===== config.mk =====
export PLATFORM = sky130hd
export DESIGN_NAME = dff_pipe
export DESIGN_NICKNAME = d
export VERILOG_FILES = /design/src/rtl/dff_pkg.sv /design/src/rtl/dff_pipe_stage.sv /design/src/rtl/dff_pipe.sv
export SDC_FILE = /design/constraint.sdc
export NUM_CORES = 1
export LEC_CHECK = 0
export ABC_AREA = 1
export BUFFER_PORTS_ARGS = -buffer_cell sky130_fd_sc_hd__buf_2
export CORE_MARGIN = 1
export CORE_UTILIZATION = 40
export DETAILED_ROUTE_END_ITERATION = 7
export SYNTH_ARGS = -nofsm -noshare
export SYNTH_HDL_FRONTEND = slang
export SYNTH_HIERARCHICAL = 1
export SYNTH_SLANG_ARGS = --single-unit
export TNS_END_PERCENT = 50

===== constraint.sdc =====
create_clock -name clk -period 1.7 [get_ports clk]
set_clock_uncertainty 0.2 [all_clocks]
set_input_delay 0.51 -clock clk [delete_from_list [all_inputs] [get_ports clk]]
set_output_delay 0.51 -clock clk [all_outputs]
set_load 0.01 [all_outputs]

===== src/rtl/dff_pkg.sv =====
// Shared definitions for the dff_pipe register pipeline.
//   dff_pipe_cfg_t       default WIDTH / DEPTH / RESET_VAL bundle
//   clog2_count(depth)   width needed to hold a count in 0..depth
//   DFF_FLUSH_ACTIVE     asserted level of the synchronous flush input
package dff_pkg;

  typedef struct packed {
    int unsigned width;
    int unsigned depth;
    logic [63:0] reset_val;
  } dff_pipe_cfg_t;

  localparam dff_pipe_cfg_t DFF_PIPE_CFG_DEFAULT = '{
    width:     32'd8,
    depth:     32'd3,
    reset_val: 64'd0
  };

  localparam logic DFF_FLUSH_ACTIVE = 1'b1;

  // Bits needed to represent every value 0..depth inclusive.
  function automatic int unsigned clog2_count(input int unsigned depth);
    return $clog2(depth + 1);
  endfunction

endpackage


===== src/rtl/dff_pipe_stage.sv =====
// One pipeline stage: a valid flag plus a data register.
//   clk        rising-edge clock
//   reset      asynchronous active-low reset
//   flush      synchronous clear
//   load       capture load_data this cycle (sets v)
//   load_data  word to capture
//   adv        stage contents move downstream this cycle (clears v unless reloaded)
//   v, d       registered valid flag and data word
module dff_pipe_stage
  import dff_pkg::*;
#(
  parameter int unsigned       WIDTH     = DFF_PIPE_CFG_DEFAULT.width,
  parameter logic [WIDTH-1:0]  RESET_VAL = '0
) (
  input  logic             clk,
  input  logic             reset,
  input  logic             flush,
  input  logic             load,
  input  logic [WIDTH-1:0] load_data,
  input  logic             adv,
  output logic             v,
  output logic [WIDTH-1:0] d
);

  always_ff @(posedge clk or negedge reset) begin
    if (!reset) begin
      v <= 1'b0;
      d <= RESET_VAL;
    end else if (flush == DFF_FLUSH_ACTIVE) begin
      v <= 1'b0;
      d <= RESET_VAL;
    end else if (load) begin
      v <= 1'b1;
      d <= load_data;
    end else if (adv) begin
      // Data is left stale; only the valid flag drops.
      v <= 1'b0;
    end
  end

endmodule


===== src/rtl/dff_pipe.sv =====
// Fixed-latency, back-pressurable delay line of DEPTH register stages with a
// valid/ready handshake on both ends and bubble collapsing.
//   clk        rising-edge clock
//   reset      asynchronous active-low reset
//   flush      synchronous clear, blocks transfers in the cycle it is high
//   in_valid / in_ready / in_data     producer side
//   out_valid / out_ready / out_data  consumer side (out_data straight from the last flop)
//   count      number of occupied stages, 0..DEPTH
module dff_pipe
  import dff_pkg::*;
#(
  parameter int unsigned      WIDTH     = DFF_PIPE_CFG_DEFAULT.width,
  parameter int unsigned      DEPTH     = DFF_PIPE_CFG_DEFAULT.depth,
  parameter logic [WIDTH-1:0] RESET_VAL = WIDTH'(DFF_PIPE_CFG_DEFAULT.reset_val),
  parameter int unsigned      CW        = clog2_count(DEPTH)
) (
  input  logic             clk,
  input  logic             reset,
  input  logic             flush,
  input  logic             in_valid,
  output logic             in_ready,
  input  logic [WIDTH-1:0] in_data,
  output logic             out_valid,
  input  logic             out_ready,
  output logic [WIDTH-1:0] out_data,
  output logic [CW-1:0]    count
);

  logic [DEPTH-1:0] v;
  logic [DEPTH-1:0] adv;
  logic [WIDTH-1:0] d [DEPTH];
  logic             flush_act;

  assign flush_act = (flush == DFF_FLUSH_ACTIVE);

  for (genvar i = 0; i < DEPTH; i++) begin : g_stage
    logic             ld;
    logic [WIDTH-1:0] ld_data;

    // Closed form of adv[i] = v[i] & (!v[i+1] | adv[i+1]): a stage moves if any
    // stage above it is empty (that hole absorbs the shift) or the output pops.
    if (i == DEPTH - 1) begin : g_tail
      assign adv[i] = v[i] & out_ready;
    end else begin : g_inner
      assign adv[i] = v[i] & (~(&v[DEPTH-1:i+1]) | out_ready);
    end

    if (i == 0) begin : g_head
      assign ld      = in_valid & in_ready;
      assign ld_data = in_data;
    end else begin : g_body
      assign ld      = adv[i-1];
      assign ld_data = d[i-1];
    end

    dff_pipe_stage #(
      .WIDTH     (WIDTH),
      .RESET_VAL (RESET_VAL)
    ) u_stage (
      .clk       (clk),
      .reset     (reset),
      .flush     (flush),
      .load      (ld),
      .load_data (ld_data),
      .adv       (adv[i]),
      .v         (v[i]),
      .d         (d[i])
    );
  end

  // reset is part of in_ready so nothing is accepted while held in reset.
  assign in_ready  = (~v[0] | adv[0]) & reset & ~flush_act;
  assign out_valid = v[DEPTH-1] & ~flush_act;
  assign out_data  = d[DEPTH-1];
  assign count     = CW'($countones(v));

endmodule


# Yosys cells after proc, flatten, opt, wreduce, memory -nomap -nowiden
# Cells that the tools add are included.
# classes
addsub	2
n_mux	15
bitwise_logic	14
reduce_logical	7
# op_table
operator	n
8-bit two-way mux	6
1-bit two-way mux	9
3-bit nonzero test	3
1-bit bitwise AND	7
2-bit nonzero test	3
1-bit inverter	4
1-bit OR	3
1-bit by 1-bit adder with 2-bit output	1
2-bit by 1-bit adder with 2-bit output	1
2-bit AND reduction	1
# totals
regBits	27
in_bits	13
out_inout_bits	12
word_cells	44

# Depth between registers and ports, before layout
# Gate-level depths: netlist (run 1).
# depth
depth_word	10
mapped_depth	8
ltp_nobuf	7

# By module
# The synthesis (run 1) kept the hierarchy.
# modules_own_cells
mod	n_inst	cells_per_inst	area_each_um2	seq_area_each_um2
dff_pipe_stage	3	40	362.8	225.2
dff_pipe	1	16	85.1	0.0

# Worst setup path after synthesis (run 1)
# No wires, ideal clock.
# synth_timing
path_type	register to output
startpoint	reg g_stage[0].u_stage.v
endpoint	out count[0]
arrival_ns	0.982
required_ns	0.990
slack_ns	0.008
path_stages_with_launch	2
path_buffers	0
cell_sequence	dfrtp_1 fa_1
# synth_between
elab_chain_len	2
# synth_rtl
element	line	text
start, declared	dff_pipe_stage.sv:21	output logic v,
start signal, assigned	dff_pipe_stage.sv:27	v <= 1'b0;
start signal, assigned	dff_pipe_stage.sv:30	v <= 1'b0;
start signal, assigned	dff_pipe_stage.sv:33	v <= 1'b1;
1-bit by 1-bit adder with 2-bit output (implied by the code)	dff_pipe.sv:75	assign count = CW'($countones(v));
2-bit by 1-bit adder with 2-bit output (implied by the code)	dff_pipe.sv:75	
end, declared	dff_pipe.sv:26	output logic [CW-1:0] count
# Every way passes these cells.

# Worst setup path after layout (run 1)
# Ends and elaborated chain as after synthesis.

==> impl_metrics.py, run 1 <==
metrics = {
    "floorplanning": {
        "core_area_mm2": 0.00276,
        "start_util": 0.426,
        "die_height_um": 56.2,
        "die_area_mm2": 0.00315,
        "rows": 19,
        "die_w_um": 56.2,
        "boundaryPins": 25,
    },
    "clocking": {
        "path_clk_slew_ps": 140,
        "htreeDepth": 1,
        "cts_sinks": 27,
        "cts_made_buffers": 3,
        "cts_root_buffer": "clkbuf_4",
        "clock_insertion_delay_worst_skew_ps": 320,
        "cts_max_path_buffers": 2,
        "tritoncts": "built",
        "cts_setup_buffers": 0,
    },
    "global_route": {
        "met3_usage": 0.0209,
        "grt_max_degree": 28,
        "grtUsageMet2": 0.245,
        "antenna_found_initial": 0,
        "grt.busiest_layer": "met2",
        "grt_overflow_total": 0,
        "grt_usage": 0.153,
        "grt_pass1_wl_um": 3770,
        "met1_usage": 0.209,
        "grt_pass1_vias": 870,
    },
    "route": {
        "drtIter0Drc": 30,
        "wl_um": 2100,
        "drc_errors": 0,
        "drt-pass1-iter-count": 4,
        "wl_per_cell_um": 10.4,
        "viasPerCell": 4.57,
        "vias": 923,
        "ant_nets": 0,
    },
    "power_and_ir_drop": {
        "p_seq_frac": 0.626,
        "ir_drop_mv": 0.546,
        "p_int_mw": 0.793,
        "p_switching_mw": 0.267,
        "pwr_density_cell_mw_per_mm2": 747,
        "clock_power_share": 0.253,
        "power.leakage_nw": 0.864,
        "pwr-share-comb": 0.121,
        "switching_share": 0.252,
    },
    "timing": {
        "post-route-period-util": 1.23,
        "max_slew_margin": 0.772,
        "worst_pin_slew_ps": 342,
        "finalWorstSetupSlack_ps": -389,
        "hold_viol": 0,
        "final_max_slew_viol_count": 0,
        "rsz0062_at_grt": "true",
        "setup_viol": 4,
        "min_period_ps": 2090,
        "fmax_mhz": 479,
    },
    "synth": {
        "synth_compound_area_frac": 0.0117,
        "async_flop_share": 1.00,
        "synth-simple-area-share": 0.344,
        "muxShareOfSynthArea": 0,
        "syn_area_mm2": 0.00117,
        "syn_avg_cell_area_um2": 8.63,
        "synth_edf_count": 0,
        "synth_adder_area_share": 0.0171,
        "synthCells": 136,
        "ys_seq_elements": 27,
        "synth_nets": 150,
        "synthTopCellsByArea": "dfrtp_1, nand2_1, nand3_1",
        "yosys.area.top_type": "dfrtp_1",
        "yosysWarnings": 6,
        "synthTopCellsByCount": "nand2_1, dfrtp_1, nand3_1",
        "synth_top_family_by_area": "simple AND/OR/NAND/NOR gates",
        "synth_xor_area_frac": 0,
        "synth_top_area_share": 0.576,
        "synth.distinct_cells": 12,
        "synth_ff_type": "dfrtp_1",
        "synth-seq-area-share": 0.576,
        "synth_most_common_cell": "nand2_1",
    },
    "placement": {
        "gp_congestion": 0.718,
        "placed_cells_incl_taps": 197,
        "post_dp_cell_area_mm2": 0.00138,
        "hpwl_um": 1580,
        "io_buffers": 24,
    },
    "worst_setup_path": {
        "cp-end-kind": "output pin",
        "cpMaxStageDelayCell": "fa_1",
        "cp_max_fo": 2,
        "required_ps": 990,
        "crit_type": "flip-flop to output pin",
        "start_kind": "flip-flop",
        "arrival_ps": 1380,
        "crit_chain": "fa_1 > buf_2",
        "slowest_delay_ps": 530,
    },
    "layout": {
        "area_growth_pct": 20.9,
        "drive_above_1_share": 0.251,
        "n_antenna_cell": 0,
        "fillers": 273,
        "postLayoutCoreUtil": 0.515,
        "finalNonFillerCells": 202,
        "fin_nets": 186,
        "stdcell_area_mm2": 0.00142,
    },
    "job": {
        "max-cap-violations": 0,
    },
    "outcome": {
        "violations": "setup timing",
        "status": "complete, but fails checks",
    },
    "min_path": {
        "hold_class": "input port to flip-flop",
    },
}
==> layout make-up <==
cell class	count	area, um2	share of cell area
multi-input combinational	96	438	0.309
tap	31	38.8	0.0273
timing repair buffer	34	201	0.142
clock inverter	1	5.00	0.00353
inverter	10	37.5	0.0265
clock buffer	3	22.5	0.0159
sequential	27	676	0.476
==> logic make-up (layout without fill, tap and decap cells) <==
family | Yosys count | count (layout)
compound gates | 2 | 2
simple gates | 93 | 93
flops | 27 | 27
buf+inv | 13 | 48
fa+ha+maj | 1 | 1
==> timing repair <==
item                                   4_1_cts  5_1_grt
endpoints found under the hold margin       27        0
hold buffers                                 1        0
gates resized for setup                      1        0
setup endpoints to repair                    4        4
pin swaps                                    1        1
gates cloned                                 0        0
==> per-layer routing <==
layer | routed length, um | vias up
li1 | - | 496
met1 | 1070 | 409
met2 | 947 | 16
met3 | 61 | 2
met4 | 16 | 0
met5 | 0 | -
==> sequential cells by signal (all words and copies together) (netlist names) <==
| register | cells |
|---|---|
| g_stage.u_stage/d | 24 |
| g_stage.u_stage/v | 3 |
==> critical path: cells and delay by family, from the launching register on <==
kind	cells	cell delay (ps)
buffers and inverters	1	120
adder cells (fa/ha/maj)	1	530
flip-flops	1	420
==> power groups by stage <==
stage	combinational, mW	sequential [mW]	clock (mW)
after global placement	0.126	0.675	0
after global routing	0.147	0.665	0.312
after floorplan	0.0647	0.676	0
final	0.129	0.663	0.268
after detailed placement	0.128	0.675	0
after CTS	0.131	0.664	0.288
==> final timing paths <==
path,from,to,slack (ps),cells past startpoint
min in group asynchronous,reset,g_stage[2].u_stage/d[2],520,3
worst max-delay path,g_stage[0].u_stage/v,count[0],-390,2
worst min-delay path,in_data[6],g_stage[0].u_stage/d[6],210,3
worst min register to register,g_stage[2].u_stage/d[3],g_stage[2].u_stage/d[3],280,2
worst max register to register,g_stage[2].u_stage/v,g_stage[0].u_stage/d[1],250,8
max in group asynchronous,reset,g_stage[0].u_stage/d[2],520,3
==> cells in the final DEF, fill, tap and decap left out, types with 3 or more instances in the layout <==
| master | netlist | routed |
|---|---|---|
| buf_2 | 0 | 24 |
| buf_4 | 3 | 8 |
| clkbuf_4 | 0 | 3 |
| dfrtp_1 | 27 | 27 |
| inv_1 | 7 | 7 |
| inv_2 | 3 | 3 |
| nand2_1 | 59 | 59 |
| nand3_1 | 24 | 24 |
| nor2_1 | 6 | 6 |
| nor2_4 | 3 | 3 |
==> metrics by stage <==
| step | worst slack [ps] | hold slack, ps | total power [mW] | setup TNS [ps] |
|---|---|---|---|---|
| after CTS | -416 | 194 | 1.08 | -1110 |
| after floorplan | 8.01 | 14.4 | 0.741 | 0 |
| final | -389 | 207 | 1.06 | -973 |
| after global placement | -36.9 | 249 | 0.801 | -52.6 |
| after global routing | -455 | 204 | 1.12 | -1370 |
| after detailed placement | -38.0 | 255 | 0.803 | -58.5 |
(Power assumes the default switching activity.)
==> run 2, diff against run 1 <==
Settings changed: CELL_PAD_IN_SITES_DETAIL_PLACEMENT set to 0, CELL_PAD_IN_SITES_GLOBAL_PLACEMENT set to 1, CORE_ASPECT_RATIO set to 1.25, CORE_UTILIZATION 40 to 39, PLACE_DENSITY_LB_ADDON set to 0.1.
==> impl_metrics.py, run 2 (same netlist as run 1, synthesis figures left out) <==
metrics = {
    "timing": {
        "setup_viol": 4,
        "rsz0062_at_grt": "true",
        "fmax_mhz": 476,
        "worst_pin_slew_ps": 333,
        "post-route-period-util": 1.24,
        "final_max_slew_viol_count": 0,
        "hold_ws_ps": 203,
        "finalWorstSetupSlack_ps": -400,
        "min_period_ps": 2100,
        "hold_viol": 0,
        "max_slew_margin": 0.778,
    },
    "clocking": {
        "clock_insertion_delay_worst_skew_ps": 320,
        "cts_made_buffers": 3,
        "path_clk_slew_ps": 140,
        "tritoncts": "built",
        "htreeDepth": 1,
        "cts_root_buffer": "clkbuf_4",
        "cts_sinks": 27,
        "cts_max_path_buffers": 2,
    },
    "layout": {
        "regMostFlops": "g_stage.u_stage/d",
        "drive_above_1_share": 0.269,
        "top_regs": "g_stage.u_stage/d x24, g_stage.u_stage/v x3",
        "n_antenna_cell": 0,
        "area_growth_pct": 22.1,
        "fillers": 287,
        "stdcell_area_mm2": 0.00143,
        "fin_nets": 186,
        "largest_register_ffs": 24,
        "multi_input_area_um2": 440,
        "register_area_um2": 677,
        "final_cell_mix": "nand2_1, dfrtp_1, nand3_1, buf_2, buf_4",
        "layout.cells.most_common": "nand2_1",
    },
    "route": {
        "drt-pass1-iter-count": 4,
        "drtIter0Drc": 18,
        "ant_nets": 0,
        "vias": 943,
        "drc_errors": 0,
        "wl_per_cell_um": 9.81,
        "viasPerCell": 4.60,
        "wl_um": 2010,
    },
    "worst_setup_path": {
        "start_kind": "flip-flop",
        "cp-end-kind": "output pin",
        "cp_max_fo": 2,
        "crit_type": "flip-flop to output pin",
        "required_ps": 990,
        "arrival_ps": 1390,
    },
    "job": {
        "max-cap-violations": 0,
    },
    "floorplanning": {
        "die_w_um": 51.1,
        "core_area_mm2": 0.00276,
        "boundaryPins": 25,
        "rows": 21,
        "start_util": 0.425,
        "die_height_um": 63.3,
        "die_area_mm2": 0.00323,
    },
    "global_route": {
        "grt_max_degree": 28,
        "antenna_found_initial": 0,
        "grt_pass1_wl_um": 3820,
        "grt_usage": 0.156,
        "grt_overflow_total": 0,
        "grt_pass1_vias": 889,
    },
    "power_and_ir_drop": {
        "power.leakage_nw": 0.863,
        "p_switching_mw": 0.273,
        "clock_power_share": 0.255,
        "p_seq_frac": 0.621,
        "switching_share": 0.255,
        "p_int_mw": 0.796,
        "pwr_density_cell_mw_per_mm2": 746,
        "pwr-share-comb": 0.124,
        "ir_drop_mv": 0.369,
    },
    "placement": {
        "gp_congestion": 0.728,
        "dp_worst_setup_slack_ps": -55.3,
        "post_dp_cell_area_mm2": 0.00137,
        "hpwl_um": 1500,
        "io_buffers": 24,
    },
    "outcome": {
        "violations": "setup timing",
        "status": "complete, but fails checks",
    },
    "min_path": {
        "hold_class": "input port to flip-flop",
    },
}
## run 2: critical path, stage by stage, from the launching register on
cell and delay, ps:
dfrtp_1 420, fa_1 520, buf_2 120
## run 2: power groups by stage
stage | Combinational, mW | Clock [mW] | Sequential (mW)
3_5_place_dp | 0.124 | 0 | 0.677
4_1_cts | 0.133 | 0.287 | 0.664
6_report | 0.133 | 0.272 | 0.663
2_1_floorplan | 0.0647 | 0 | 0.676
5_1_grt | 0.151 | 0.317 | 0.666
3_3_place_gp | 0.123 | 0 | 0.676
## run 2: metal layers
layer / share of wire / vias up / global-route usage
li1: - / 501 / -
met5: 0 / - / 0
met3: 0.050 / 4 / 0.0242
met2: 0.44 / 24 / 0.234
met1: 0.49 / 414 / 0.207
met4: 0.020 / 0 / 0.0938
## run 2: area by class of cell
class | instances | area share
Clock buffer | 3 | 0.0157
Clock inverter | 1 | 0.00349
Inverter | 10 | 0.0279
Multi-Input combinational cell | 96 | 0.307
Sequential cell | 27 | 0.472
Tap cell | 34 | 0.0297
Timing Repair Buffer | 34 | 0.143
## run 2: worst paths after layout
| check | from | endpoint | slack [ps] | depth (start not counted) |
|---|---|---|---|---|
| worst max-delay path | g_stage[0].u_stage/v | count[0] | -400 | 2 |
| worst min-delay path | in_data[6] | g_stage[0].u_stage/d[6] | 200 | 3 |
| worst max register to register | g_stage[2].u_stage/v | g_stage[0].u_stage/d[3] | 230 | 8 |
| worst min register to register | g_stage[2].u_stage/d[2] | g_stage[2].u_stage/d[2] | 280 | 2 |
| max in group asynchronous | reset | g_stage[2].u_stage/v | 520 | 3 |
| min in group asynchronous | reset | g_stage[2].u_stage/d[0] | 510 | 3 |
## run 2: timing repair
item | CTS | global route
endpoints found under the hold margin | 27 | 0
gates resized for setup | 3 | 3
hold buffers | 1 | 0
setup buffers | 1 | 0
pin swaps | 0 | 0
endpoints found under the setup margin | 4 | 4
## run 2: stage by stage
| stage | instances | total power, mW | util | TNS (ps) |
|---|---|---|---|---|
| after floorplan | 136 | 0.741 | - | 0 |
| after global placement | 199 | 0.798 | 0.498 | -80.3 |
| after detailed placement | 199 | 0.801 | 0.498 | -99.0 |
| after CTS | 205 | 1.08 | 0.516 | -1120 |
| after global routing | 205 | 1.13 | 0.519 | -1330 |
| final | 205 | 1.07 | 0.519 | -1050 |
==> run 3, diff against run 2 <==
Settings changed: RECOVER_POWER set to 25, TNS_END_PERCENT 50 to unset.
==> impl_metrics.py, run 3 (same netlist as run 1, synthesis figures left out) <==
metrics = {
    "clocking": {
        "htreeDepth": 1,
        "cts_made_buffers": 3,
        "cts_sinks": 27,
        "cts_root_buffer": "clkbuf_4",
        "cts_max_path_buffers": 2,
        "tritoncts": "built",
        "clock_insertion_delay_worst_skew_ps": 320,
        "path_clk_slew_ps": 140,
    },
    "global_route": {
        "grt_usage": 0.158,
        "grt_pass1_vias": 900,
        "grt_max_degree": 28,
        "grt_overflow_total": 0,
        "grt_pass1_wl_um": 3860,
        "antenna_found_initial": 0,
    },
    "timing": {
        "hold_viol": 0,
        "finalWorstSetupSlack_ps": -401,
        "post-route-period-util": 1.24,
        "rsz0062_at_grt": "true",
        "min_period_ps": 2100,
        "hold_ws_ps": 202,
        "final_max_slew_viol_count": 0,
        "fmax_mhz": 476,
        "fin_tns_setup_ps": -1020,
        "setup_viol": 4,
        "max_slew_margin": 0.566,
        "worst_pin_slew_ps": 651,
    },
    "placement": {
        "dp_worst_setup_slack_ps": -55.3,
        "post_dp_cell_area_mm2": 0.00137,
        "io_buffers": 24,
        "placed_cells_incl_taps": 199,
        "hpwl_um": 1500,
        "gp_congestion": 0.728,
    },
    "job": {
        "max-cap-violations": 0,
    },
    "route": {
        "wl_per_cell_um": 9.97,
        "viasPerCell": 4.61,
        "ant_nets": 0,
        "vias": 955,
        "wl_um": 2060,
        "drt-pass1-iter-count": 4,
        "drc_errors": 0,
        "drtIter0Drc": 10,
    },
    "layout": {
        "layout.cells.most_common": "nand2_1",
        "final_cell_mix": "nand2_1, dfrtp_1, nand3_1",
        "area_growth_pct": 23.7,
        "top_regs": "g_stage.u_stage/d x24, g_stage.u_stage/v x3",
        "largest_register_ffs": 24,
        "fillers": 284,
        "postLayoutCoreUtil": 0.526,
        "finalNonFillerCells": 207,
        "drive_above_1_share": 0.277,
        "regMostFlops": "g_stage.u_stage/d",
        "fin_nets": 188,
        "n_antenna_cell": 0,
        "stdcell_area_mm2": 0.00145,
    },
    "floorplanning": {
        "rows": 21,
        "start_util": 0.425,
        "core_area_mm2": 0.00276,
        "boundaryPins": 25,
        "die_w_um": 51.1,
        "die_height_um": 63.3,
        "die_area_mm2": 0.00323,
    },
    "min_path": {
        "hold_class": "input port to flip-flop",
    },
    "power_and_ir_drop": {
        "ir_drop_mv": 0.375,
        "total_power_mw": 1.08,
        "pwr_density_cell_mw_per_mm2": 742,
        "power.leakage_nw": 0.873,
    },
    "worst_setup_path": {
        "cp_max_fo": 2,
        "start_kind": "flip-flop",
        "arrival_ps": 1390,
        "crit_type": "flip-flop to output pin",
        "cp-end-kind": "output pin",
        "r2r_slack_ps": 20,
        "required_ps": 990,
    },
    "outcome": {
        "violations": "setup timing",
        "status": "complete, but fails checks",
    },
}
==> run 3: critical path, cell delays in order (launching register included) <==
cell and delay [ps]:
dfrtp_1 420, fa_1 520, buf_2 120
==> run 3: cell type report <==
cell class	count	area, um2	share of cell area
sequential	27	677	0.466
tap	34	42.5	0.0293
multi-input combinational	96	444	0.306
inverter	10	40.0	0.0276
clock inverter	1	5.00	0.00345
clock buffer	3	22.5	0.0155
timing repair buffer	36	220	0.152
==> run 3: path summary, 6_finish.rpt <==
kind                                               from  depth (start not counted)                      end
worst max-delay path               g_stage[0].u_stage/v                          2                 count[0]
worst min-delay path                         in_data[6]                          3  g_stage[0].u_stage/d[6]
worst max register to register     g_stage[2].u_stage/v                          8  g_stage[1].u_stage/d[7]
worst min register to register  g_stage[2].u_stage/d[2]                          2  g_stage[2].u_stage/d[2]
max in group asynchronous                         reset                          3     g_stage[2].u_stage/v
min in group asynchronous                         reset                          3  g_stage[2].u_stage/d[0]
==> run 3: power breakdown <==
part	switching (mW)	leakage, nW	internal, mW
Sequential	0.00863	0.373	0.655
Clock	0.184	0.0177	0.0883
Combinational	0.0831	0.482	0.0574
==> run 3: repair_timing <==
item | in CTS | in global routing
hold endpoints to repair | 27 | 0
setup buffers | 2 | 1
hold buffers | 1 | 0
gates resized for setup | 4 | 5
cloned | 0 | 0
pin swaps | 2 | 1
endpoints found under the setup margin | 4 | 4
==> run 3: layer usage <==
layer	wire length [um]	up-vias	global-route usage
met2	916	25	0.240
met3	81	4	0.0242
li1	-	503	-
met5	0	-	0
met4	40	0	0.0938
met1	1030	423	0.209
